`src/rtl/mult_div_unit.sv`:
```
// Shared multi-cycle shift/add multiplier and restoring divider producing HI/LO.
// Optional MULT_DIV_EARLY_TERM_EN: multiplies finish early once the remaining multiplier bits are zero.
//
// state   | meaning
// IDLE    | waiting for start; hi/lo hold the last result
// CALC    | one radix-2 iteration per cycle on the magnitudes
// FIXUP   | sign correction, hi/lo written
// DONE    | done pulse (and div_zero for a zero divisor)
module mult_div_unit #(
    parameter int WIDTH = 32
) (
    input  logic             clk,
    input  logic             reset,
    input  logic             start,
    input  logic [1:0]       op,
    input  logic [WIDTH-1:0] a,
    input  logic [WIDTH-1:0] b,
    output logic             busy,
    output logic             done,
    output logic             div_zero,
    output logic [WIDTH-1:0] hi,
    output logic [WIDTH-1:0] lo
);

    localparam int CNT_W = $clog2(WIDTH) + 1;

    typedef enum logic [1:0] {S_IDLE, S_CALC, S_FIXUP, S_DONE} state_t;

    state_t               r_state;
    logic                 r_is_div;
    logic                 r_neg_q;
    logic                 r_neg_r;
    logic [CNT_W-1:0]     r_cnt;
    logic [WIDTH-1:0]     r_mcand;
    logic [2*WIDTH-1:0]   r_acc;
    logic                 r_done;
    logic                 r_div_zero;
    logic [WIDTH-1:0]     r_hi;
    logic [WIDTH-1:0]     r_lo;

    logic                 w_is_div;
    logic                 w_a_neg;
    logic                 w_b_neg;
    logic [WIDTH-1:0]     w_a_mag;
    logic [WIDTH-1:0]     w_b_mag;
    logic [WIDTH:0]       w_add;
    logic [2*WIDTH-1:0]   w_mul_next;
    logic [WIDTH:0]       w_shift;
    logic [WIDTH:0]       w_diff;
    logic [2*WIDTH-1:0]   w_div_next;
    logic [WIDTH-1:0]     w_quo;
    logic [WIDTH-1:0]     w_rem;
    logic [2*WIDTH-1:0]   w_calc_next;
    logic                 w_calc_last;

    assign w_is_div = op[1];
    assign w_a_neg  = ~op[0] & a[WIDTH-1];
    assign w_b_neg  = ~op[0] & b[WIDTH-1];
    assign w_a_mag  = w_a_neg ? -a : a;
    assign w_b_mag  = w_b_neg ? -b : b;

    // Multiply: acc = {partial product, unshifted multiplier}, carry lands in the top bit.
    assign w_add      = {1'b0, r_acc[2*WIDTH-1:WIDTH]} + ({1'b0, r_mcand} & {(WIDTH+1){r_acc[0]}});
    assign w_mul_next = {w_add, r_acc[WIDTH-1:1]};

    // Divide: acc = {partial remainder, dividend bits shifting out / quotient bits shifting in}.
    assign w_shift    = {r_acc[2*WIDTH-1:WIDTH], r_acc[WIDTH-1]};
    assign w_diff     = w_shift - {1'b0, r_mcand};
    assign w_div_next = w_diff[WIDTH] ? {w_shift[WIDTH-1:0], r_acc[WIDTH-2:0], 1'b0}
                                      : {w_diff[WIDTH-1:0], r_acc[WIDTH-2:0], 1'b1};

    assign w_quo = r_acc[WIDTH-1:0];
    assign w_rem = r_acc[2*WIDTH-1:WIDTH];

`ifdef MULT_DIV_EARLY_TERM_EN
    logic [WIDTH-1:0] w_mask;
    logic             w_early;

    assign w_mask  = ({{(WIDTH-1){1'b0}}, 1'b1} << r_cnt) - {{(WIDTH-1){1'b0}}, 1'b1};
    assign w_early = ~r_is_div && ((r_acc[WIDTH-1:0] & w_mask) == '0);

    // Zero remaining multiplier bits only shift the accumulator; do all of them at once.
    always_comb begin
        w_calc_next = r_is_div ? w_div_next : w_mul_next;
        w_calc_last = (r_cnt == CNT_W'(1));
        if (w_early) begin
            w_calc_next = r_acc >> r_cnt;
            w_calc_last = 1'b1;
        end
    end
`else
    always_comb begin
        w_calc_next = r_is_div ? w_div_next : w_mul_next;
        w_calc_last = (r_cnt == CNT_W'(1));
    end
`endif

    always_ff @(posedge clk or negedge reset) begin
        if (!reset) begin
            r_state    <= S_IDLE;
            r_is_div   <= 1'b0;
            r_neg_q    <= 1'b0;
            r_neg_r    <= 1'b0;
            r_cnt      <= '0;
            r_mcand    <= '0;
            r_acc      <= '0;
            r_done     <= 1'b0;
            r_div_zero <= 1'b0;
            r_hi       <= '0;
            r_lo       <= '0;
        end else begin
            case (r_state)
                S_IDLE: begin
                    if (start) begin
                        r_is_div <= w_is_div;
                        r_neg_q  <= w_a_neg ^ w_b_neg;
                        r_neg_r  <= w_a_neg;
                        if (w_is_div && (b == '0)) begin
                            r_state    <= S_DONE;
                            r_done     <= 1'b1;
                            r_div_zero <= 1'b1;
                        end else begin
                            r_state <= S_CALC;
                            r_cnt   <= CNT_W'(WIDTH);
                            if (w_is_div) begin
                                r_acc   <= {{WIDTH{1'b0}}, w_a_mag};
                                r_mcand <= w_b_mag;
                            end else begin
                                r_acc   <= {{WIDTH{1'b0}}, w_b_mag};
                                r_mcand <= w_a_mag;
                            end
                        end
                    end
                end
                S_CALC: begin
                    r_acc <= w_calc_next;
                    r_cnt <= r_cnt - CNT_W'(1);
                    if (w_calc_last)
                        r_state <= S_FIXUP;
                end
                S_FIXUP: begin
                    if (r_is_div) begin
                        r_lo <= r_neg_q ? -w_quo : w_quo;
                        r_hi <= r_neg_r ? -w_rem : w_rem;
                    end else begin
                        {r_hi, r_lo} <= r_neg_q ? -r_acc : r_acc;
                    end
                    r_state <= S_DONE;
                    r_done  <= 1'b1;
                end
                S_DONE: begin
                    r_done     <= 1'b0;
                    r_div_zero <= 1'b0;
                    r_state    <= S_IDLE;
                end
                default: r_state <= S_IDLE;
            endcase
        end
    end

    assign busy     = (r_state != S_IDLE);
    assign done     = r_done;
    assign div_zero = r_div_zero;
    assign hi       = r_hi;
    assign lo       = r_lo;

endmodule
```
`config.mk`:
```
export PLATFORM = sky130hd
export DESIGN_NAME = mult_div_unit
export DESIGN_NICKNAME = d
export VERILOG_FILES = /design/src/rtl/mult_div_unit.sv
export SDC_FILE = /design/constraint.sdc
export NUM_CORES = 1
export LEC_CHECK = 0
export CAP_MARGIN = 20
export CORE_ASPECT_RATIO = 1.4
export CORE_MARGIN = 5
export CORE_UTILIZATION = 60
export DETAILED_ROUTE_END_ITERATION = 8
export DONT_BUFFER_PORTS = 1
export PLACE_DENSITY_LB_ADDON = 0.25
export REMOVE_ABC_BUFFERS = 1
export SKIP_LAST_GASP = 1
export SYNTH_ARGS = -nofsm -noshare
export SYNTH_HDL_FRONTEND = slang
export SYNTH_SLANG_ARGS = --single-unit
```
`constraint.sdc`:
```
create_clock -name clk -period 3.2 [get_ports clk]
set_clock_uncertainty 0.05 [all_clocks]
set_input_delay 0.32 -clock clk [delete_from_list [all_inputs] [get_ports clk]]
set_output_delay 0.32 -clock clk [all_outputs]
set_load 0.03 [all_outputs]
```
# Word level (Yosys, flattened, before mapping)
# Index checks and enable logic that the tools add are counted.
# word_totals
output_inout_bits,67
word_cells,71
ff_bits,173
# classes
reduce_logical,13
add_sub_neg,8
n_eq_ne,8
muxes,25
bitwise_logic,6
# op_table
operator,n
$mux 64,5
$mux 32,8
$neg 32->32,4
$pmux 64 s2,1
$neg 64->64,1
$add 32x33->33,1
$and 32x33->33,1
$sub 33x32->33,1
$logic_not 32->1,1
$mux 6,2
$pmux 6 s2,1
$reduce_and 3->1,4
$ne 2x2->1 const B,4
$pmux 2 s4,1
$eq 6x1->1 const B,1
$mux 2,3
$reduce_bool 2->1,3
$sub 6x1->6 const B,1
$eq 2x2->1 const B,2
$reduce_and 2->1,2
$pmux 1 s3,1
$reduce_bool 3->1,1
$and 1x1->1,2
$eq 2x1->1 const B,1
6 further kinds,8

# Longest topological paths before layout
# logic_depth
ltp_word,7
mapped_depth,15

# Worst setup path before layout
# Ideal clock, no wire load.
# synth_timing
path_kind,register to register
startpoint,reg r_acc[0]
endpoint,reg r_acc[62]
setup_slack_ns,-0.116
arrival_time_ns,3.143
synth_period_minus_slack_ns,3.316
path_stages_with_launch,14
required_ns,3.026
setup_time_ns,0.124
cell_sequence,dfrtp_1 -> clkbuf_1 -> inv_1 -> clkbuf_1 -> nor2_1 -> ha_1 -> nand3_1 -> a31o_2 -> a2111oi_2 -> o211ai_1 -> nor3b_1 -> o221a_2 -> mux2_2 -> a211o_1
# synth_between
elab_chain_len,4
# synth_rtl
item,line_no,source
"start, declared",35,logic [2*WIDTH-1:0] r_acc;
"start signal, assigned",126,"r_acc <= {{WIDTH{1'b0}}, w_a_mag};"
"start signal, assigned",129,"r_acc <= {{WIDTH{1'b0}}, w_b_mag};"
"start signal, assigned",136,r_acc <= w_calc_next;
$and 32x33->33,63,"assign w_add = {1'b0, r_acc[2*WIDTH-1:WIDTH]} + ({1'b0, r_mcand} & {(WIDTH+1){r_acc[0]}});"
$add 32x33->33,63,
$mux 64,93,w_calc_next = r_is_div ? w_div_next : w_mul_next;
$pmux 64 s2,112,case (r_state)
# Every way passes these cells.
# A chain may end at the register's enable or synchronous reset.

# Worst setup path in the final report
# Ends and elaborated chain as after synthesis.

==> impl_metrics.py <==
metrics = {
    "yosys": {
        "yosysSeqAreaShare_pct": 28.93,
        "synthTopCellsByArea": "dfrtp_1 (29%), a21oi_1 (7.6%), ha_1 (6.3%)",
        "synth-seq-cells": 173,
        "yosys_most_used_dff": "dfrtp_1",
        "synth_top_area_cell": "dfrtp_1",
        "async_flop_share_pct": 100.0,
        "synth_top_area_share_pct": 28.93,
        "netlist_area_mm2": 0.01496,
        "synth-edff-count": 0,
        "synth_warnings": 0,
        "synth.avg_cell_area_um2": 7.806,
        "ys_types": 82,
        "syn_inst": 1917,
    },
    "global_route": {
        "antenna_found_initial": 0,
        "grtUsageTotal_pct": 35.66,
        "grt_start_max_net_pins": 174,
        "grt_pass1_vias": 14980,
        "grt_overflow": 0,
        "grt_pass1_wl_um": 79410,
    },
    "worst_setup_path": {
        "reg2reg_depth": 12,
        "path_class": "reg -> reg",
        "rrSetupSlack_ps": -5,
        "cp.required_ps": 3480,
        "timing.rr.end": "r_acc[62]",
        "crit_arrival_ps": 3480,
        "crit_fanout": 4,
        "critPathLaunchType": "flip-flop",
        "regToRegStartpoint": "r_acc[0]",
        "end_kind": "flip-flop",
        "worstSetupEndpoint": "r_acc[62]",
        "worstSetupStartpoint": "r_acc[0]",
    },
    "clocking": {
        "clkLatencyLatePin_ps": 450,
        "clkTransAtPathRegs_ps": 80,
        "cts_root_buf": "clkbuf_16",
        "cts_buffers": 17,
        "ctsHtreeMaxLevel": 4,
        "clockBufferDepth": 2,
        "cts.sink_count": 173,
        "cts_tree": "built",
        "postCtsHoldBufs": 1,
    },
    "detailed_routing": {
        "wl_per_cell_um": 21.88,
        "num_vias": 15390,
        "ant_nets": 0,
        "drc": 0,
        "routed_wl_um": 51390,
        "dr.pass1.iters": 7,
        "vias_per_cell": 6.554,
        "first_iter_violations": 1388,
    },
    "timing": {
        "period_share_pct": 100.2,
        "period_needed_ps": 3205,
        "fmax_mhz": 312.0,
        "rsz0062_at_grt": "true",
        "tightest_slew_ps": 1043,
        "holdWs_ps": -483.4,
        "hold_violations": 173,
        "setup_slack_ps": -5.052,
        "final-max-slew-violation-count": 0,
        "setup_violations": 1,
        "slew-limit-headroom_pct": 29.86,
    },
    "die": {
        "coreArea_mm2": 0.02467,
        "start_util_pct": 60.65,
        "ios": 136,
        "fp-row-count": 68,
        "fp.dieW_um": 143.5,
        "fp.dieArea_mm2": 0.02824,
        "die_h_um": 196.9,
    },
    "hold_path": {
        "hold_path_class": "in -> async",
    },
    "final_layout": {
        "antenna_cells": 0,
        "layout_common_cells": "nor2_1 (244), a21oi_1 (220), buf_4 (181)",
        "area_growth_pct": 16.55,
        "fillers": 2008,
        "final_common_cell": "nor2_1",
        "nets": 2166,
        "multi_input_area_mm2": 0.01029,
        "drive_above_1_share_pct": 17.02,
        "regArea_mm2": 0.004333,
        "instances_no_fill": 2348,
    },
    "placement": {
        "dpl.cell_count": 2311,
        "dpl.hpwl_um": 39470,
        "place_congestion": 0.9716,
        "portBuffers": 0,
    },
    "flow_run": {
        "drv_cap": 0,
    },
    "power": {
        "p_seq_share_pct": 24.4,
        "ir_drop_mv": 0.6983,
        "switching_power_uw": 10270,
        "switching_share_pct": 51.35,
        "power_frac_comb_pct": 64.7,
        "p_leak_uw": 0.007589,
        "total_power_uw": 20000,
        "cellPowerDensity_mw_per_mm2": 1146,
        "pwr-share-clk_pct": 10.8,
        "intPower_uw": 9728,
    },
    "outcome": {
        "violations": "negative hold slack, negative setup slack",
        "run_status": "finished with violations",
    },
}
[critical path, cell delays in order (launching register included)]
cell and delay [ps]:
dfrtp_1 450, nand2_1 130, inv_1 50, ha_1 270
a21o_1 150, nand4_1 160, a31o_4 290, a2111oi_4 440
o211ai_1 170, nor3b_4 190, o221a_2 240, mux2_2 270
a211o_1 220
[routing by layer]
metal	part of all wire, %	up-vias	GRT usage, %	routed length, um
met2	49	750	60.88	25210
li1	-	7124	-	-
met1	37	7305	41.46	18860
met5	0	-	0	0
met4	7.3	0	22.58	3740
met3	7.0	209	5.291	3576
[Yosys cell counts, drive strengths merged, types with 7 or more instances]
cell,instances
inv,67
or4,13
xor2,76
nor3,45
a211oi,38
buf,20
nand2b,17
a31o,7
nor2,249
a21o,39
mux2i,24
mux2,35
o22ai,9
or3,19
xnor2,95
o21a,11
nor2b,12
dfrtp,173
ha,75
o21ai,145
nor4,23
o41ai,13
a31oi,19
o21bai,10
nand2,159
nand3,39
o31ai,24
o211ai,18
clkbuf,92
and2,8
nand4,17
a21oi,229
[stage by stage]
stage | cell area, um2 | worst slack (ps) | setup TNS, ps | util, % | hold slack [ps]
floorplan | 14520 | -3946 | -243960 | - | -25.59
global placement | 16420 | -25.80 | -75.92 | 66.56 | -20.61
detailed placement | 16420 | -77.23 | -469.5 | 66.56 | -20.83
CTS | 17050 | -41.21 | -63.45 | 69.12 | -495.8
global route | 17440 | -164.6 | -1551 | 70.68 | -497.2
finish | 17440 | -5.052 | -5.052 | 70.68 | -483.4
[power groups by stage]
stage / Combinational, uW / Sequential [uW] / Clock (uW)
2_1_floorplan: 7560 / 4930 / 0
3_3_place_gp: 11800 / 4840 / 0
6_report: 12900 / 4890 / 2160
4_1_cts: 12200 / 4850 / 2170
3_5_place_dp: 12100 / 4880 / 0
5_1_grt: 14000 / 4990 / 2250
[sequential cells by signal (all words and copies together), names as in the netlist, 2 cells and up]
name	cells
r_mcand	32
r_state	2
r_acc	64
r_cnt	6
lo	32
hi	32
[worst min path at each step]
stage | start | endpoint | slack (ps) | cells past startpoint
floorplan | reset | div_zero | -30 | 0
global placement | reset | hi[0] | -20 | 0
detailed placement | reset | hi[19] | -20 | 0
CTS | reset | hi[19] | -500 | 0
global route | reset | hi[19] | -500 | 0
finish | reset | r_acc[46] | -480 | 0
[repair_timing]
item	4_1_cts	5_1_grt
buffers inserted	0	5
resized for setup	5	87
gates cloned	0	1
hold endpoints to repair	174	173
pin swaps	0	34
setup endpoints to repair	19	39
[kinds of logic after synthesis]
group / count (synthesis) / share of synthesized area [%]
mux: 59 / 4.239
buf+inv: 181 / 4.674
simple gates: 633 / 19.86
flops: 173 / 28.93
fa+ha+maj: 77 / 6.538
compound gates: 623 / 25.75
xor+xnor: 171 / 10.01
[area by class of cell]
class                           instances  area share [%]
Timing Repair Buffer                  196           8.953
Sequential cell                       173           24.84
Multi-Input combinational cell       1563           59.01
Tap cell                              315           2.260
Inverter                               69           1.499
Clock inverter                         13          0.8394
Clock buffer                           19           2.597
Note: power is estimated with default switching activity, not from simulation.
==> RTL edit: new RTL, same settings <==
Put one more register stage on the output `hi`, cleared by the reset. The value now appears one clock later. The other outputs are not delayed to match.
--- a/src/rtl/mult_div_unit.sv
+++ b/src/rtl/mult_div_unit.sv
@@ -161,7 +161,13 @@
     assign busy     = (r_state != S_IDLE);
     assign done     = r_done;
     assign div_zero = r_div_zero;
-    assign hi       = r_hi;
+    always_ff @(posedge clk or negedge reset) begin
+        if (!reset) begin
+            hi <= '0;
+        end else begin
+            hi <= r_hi;
+        end
+    end
     assign lo       = r_lo;
 
 endmodule
Formal check against the unedited RTL: same outputs for any inputs over 10 cycles, from zero or initial values and one cycle with reset low; that may be too few to reach the edited logic, so the function may still have changed.
==> RTL edit against the unedited design <==
  * The flow still finishes with violations (negative hold slack, negative setup slack)
  * Worst setup slack worse by 130 ps
  * Sequential cell count increased by 32
  * Cell area increased by 8.7%
  * Count of clock-buffer cells in the layout is 9 higher
  * Wire length is 0.35% lower
  * Area after synthesis increased by 4.7%
  * Critical path type unchanged
Power is not compared: it rests on default switching activity, and its combinational part moved more than twofold at a synthesized area within 25%.
==> RTL edit: results (changes against the unedited design) <==
[yosys]
synth_commonest_cells=239 x nor2_1, 215 x a21oi_1, 205 x dfrtp_1, 137 x nand2_1, 121 x o21ai_0
yosysUniqueCellTypes=83  ; +1.2%
ys_seq_area_share_pct=32.7  ; +3.8 points
synth_fa_ha_area_share_pct=6.24  ; -0.30 points
synthTopCellsByArea=dfrtp_1 33%, a21oi_1 6.9%, ha_1 6.0%, nor2_1 5.7%, xor2_1 5.0%
synth_cells=1911  ; -0.31%
synth-xor-area-share_pct=9.27  ; -0.74 points
synthMuxAreaShare_pct=4.88  ; +0.64 points
synth_compound_area_share_pct=23.5  ; -2.2 points

[cells_and_area]
diodes=0  ; unchanged
drive_above_1_share_pct=19.9  ; +2.9 points
top_register=r_acc
finish.net_count=2238  ; +3.3%
layout.cells.non_filler=2431  ; +3.5%

[worst_setup_path]
r2r_cells=15  ; +3
max_stage_delay_ps=390  ; -60 ps
worstPathArrival_ps=3730  ; +250 ps
r2r-end=r_acc[63]
reg2reg_from=r_mcand[0]
crit_fanout=6  ; +2

[route]
num_vias=15449  ; +0.40%
wl_per_cell_um=21.1  ; -3.7%
dr.pass1.iters=6  ; -1
drt_iter0_markers=1283  ; -7.6%

[power_and_ir_drop]
power_frac_comb_pct=23.2
switching_share_pct=30.1
ir_drop_v=0.000406
total_power_uw=7650

[timing]
tns_ps=-975  ; -970 ps
relSlewSlack_pct=31.6  ; +1.8 points
final_hold_viol_count=205  ; +18%
worst_slack_ps=-134  ; -128 ps
whs_ps=-551  ; -67.7 ps
finalSetupViolCount=20  ; +19

[cts]
cts_made_buffers=23  ; +6
cts_max_path_buffers=3  ; +1
clkLatencyLatePin_ps=540  ; +90 ps
htreeDepth=1  ; -3
cts.reportedPaths.clkPinSlew_ps=60  ; -20 ps
hold_buffers=8  ; +7

[placed_design]
finalWeightedCongestion=0.977  ; +0.56%
dpl_worst_slack_ps=-816  ; -739 ps
placed_cell_area_sq_um=17500  ; +6.3%
dpl.hpwl_mm=38.1  ; -3.6%

[grt]
antenna_found_initial=0  ; unchanged
grt_max_degree=206  ; +18%
grt_usage_pct=33.9  ; -1.8 points
grt_pass1_wl_mm=81.4  ; +2.5%

[min_path]
hold_class=input port to async pin

[status]
status=finished, violations left
violations=negative hold slack, negative setup slack

## RTL edit: changes by cell type in the layout (fill, tap and decap cells not counted), sizes merged, moves of 13 or more
cell / unedited run / this run
nand2: 159 / 137
xnor2: 95 / 76
buf: 194 / 248
dfrtp: 173 / 205
o21ai: 145 / 126
xor2: 76 / 89
nand3: 39 / 67
## RTL edit: worst max path at each step
stage / from / end / slack (ps) / cells after the start
final: r_mcand[0] / r_acc[63] / -130 / 15
after global routing: r_acc[0] / r_acc[60] / -230 / 14
after CTS: r_acc[0] / r_acc[60] / -130 / 14
after detailed placement: r_acc[0] / r_acc[60] / -820 / 15
after global placement: r_acc[0] / r_acc[60] / -770 / 15
after floorplan: r_state[1] / r_acc[1] / -1380 / 5
## RTL edit: layout make-up
class,count,area [sq um]
clock inverter,12,163
timing repair buffer,257,2110
multi-input combinational,1528,10200
tap,324,405
fill,2027,6970
clock buffer,28,634
sequential,205,5130
inverter,77,289
## RTL edit: repair_timing
| action | 4_1_cts | 5_1_grt |
|---|---|---|
| setup endpoints to repair | 39 | 42 |
| cloned | 2 | 1 |
| setup buffers | 6 | 16 |
| hold endpoints to repair | 227 | 205 |
| pin swaps | 6 | 38 |
| gates resized for setup | 40 | 62 |
## RTL edit: metal layers
| layer | part of all wire, % | vias up | GRT usage (%) |
|---|---|---|---|
| li1 | - | 7229 | - |
| met1 | 37 | 7262 | 39.2 |
| met2 | 48 | 744 | 58.1 |
| met3 | 6.8 | 214 | 4.71 |
| met4 | 7.9 | 0 | 22.6 |
| met5 | 0 | - | 0 |
## RTL edit: cells by family after synthesis
group,count (synthesis)
DFF,205
xor gates and xnor gates,165
muxes,71
adders and majority gates,77
and+or+nand+nor,624
buffers and inverters,178
AOI/OAI and AO/OA,591
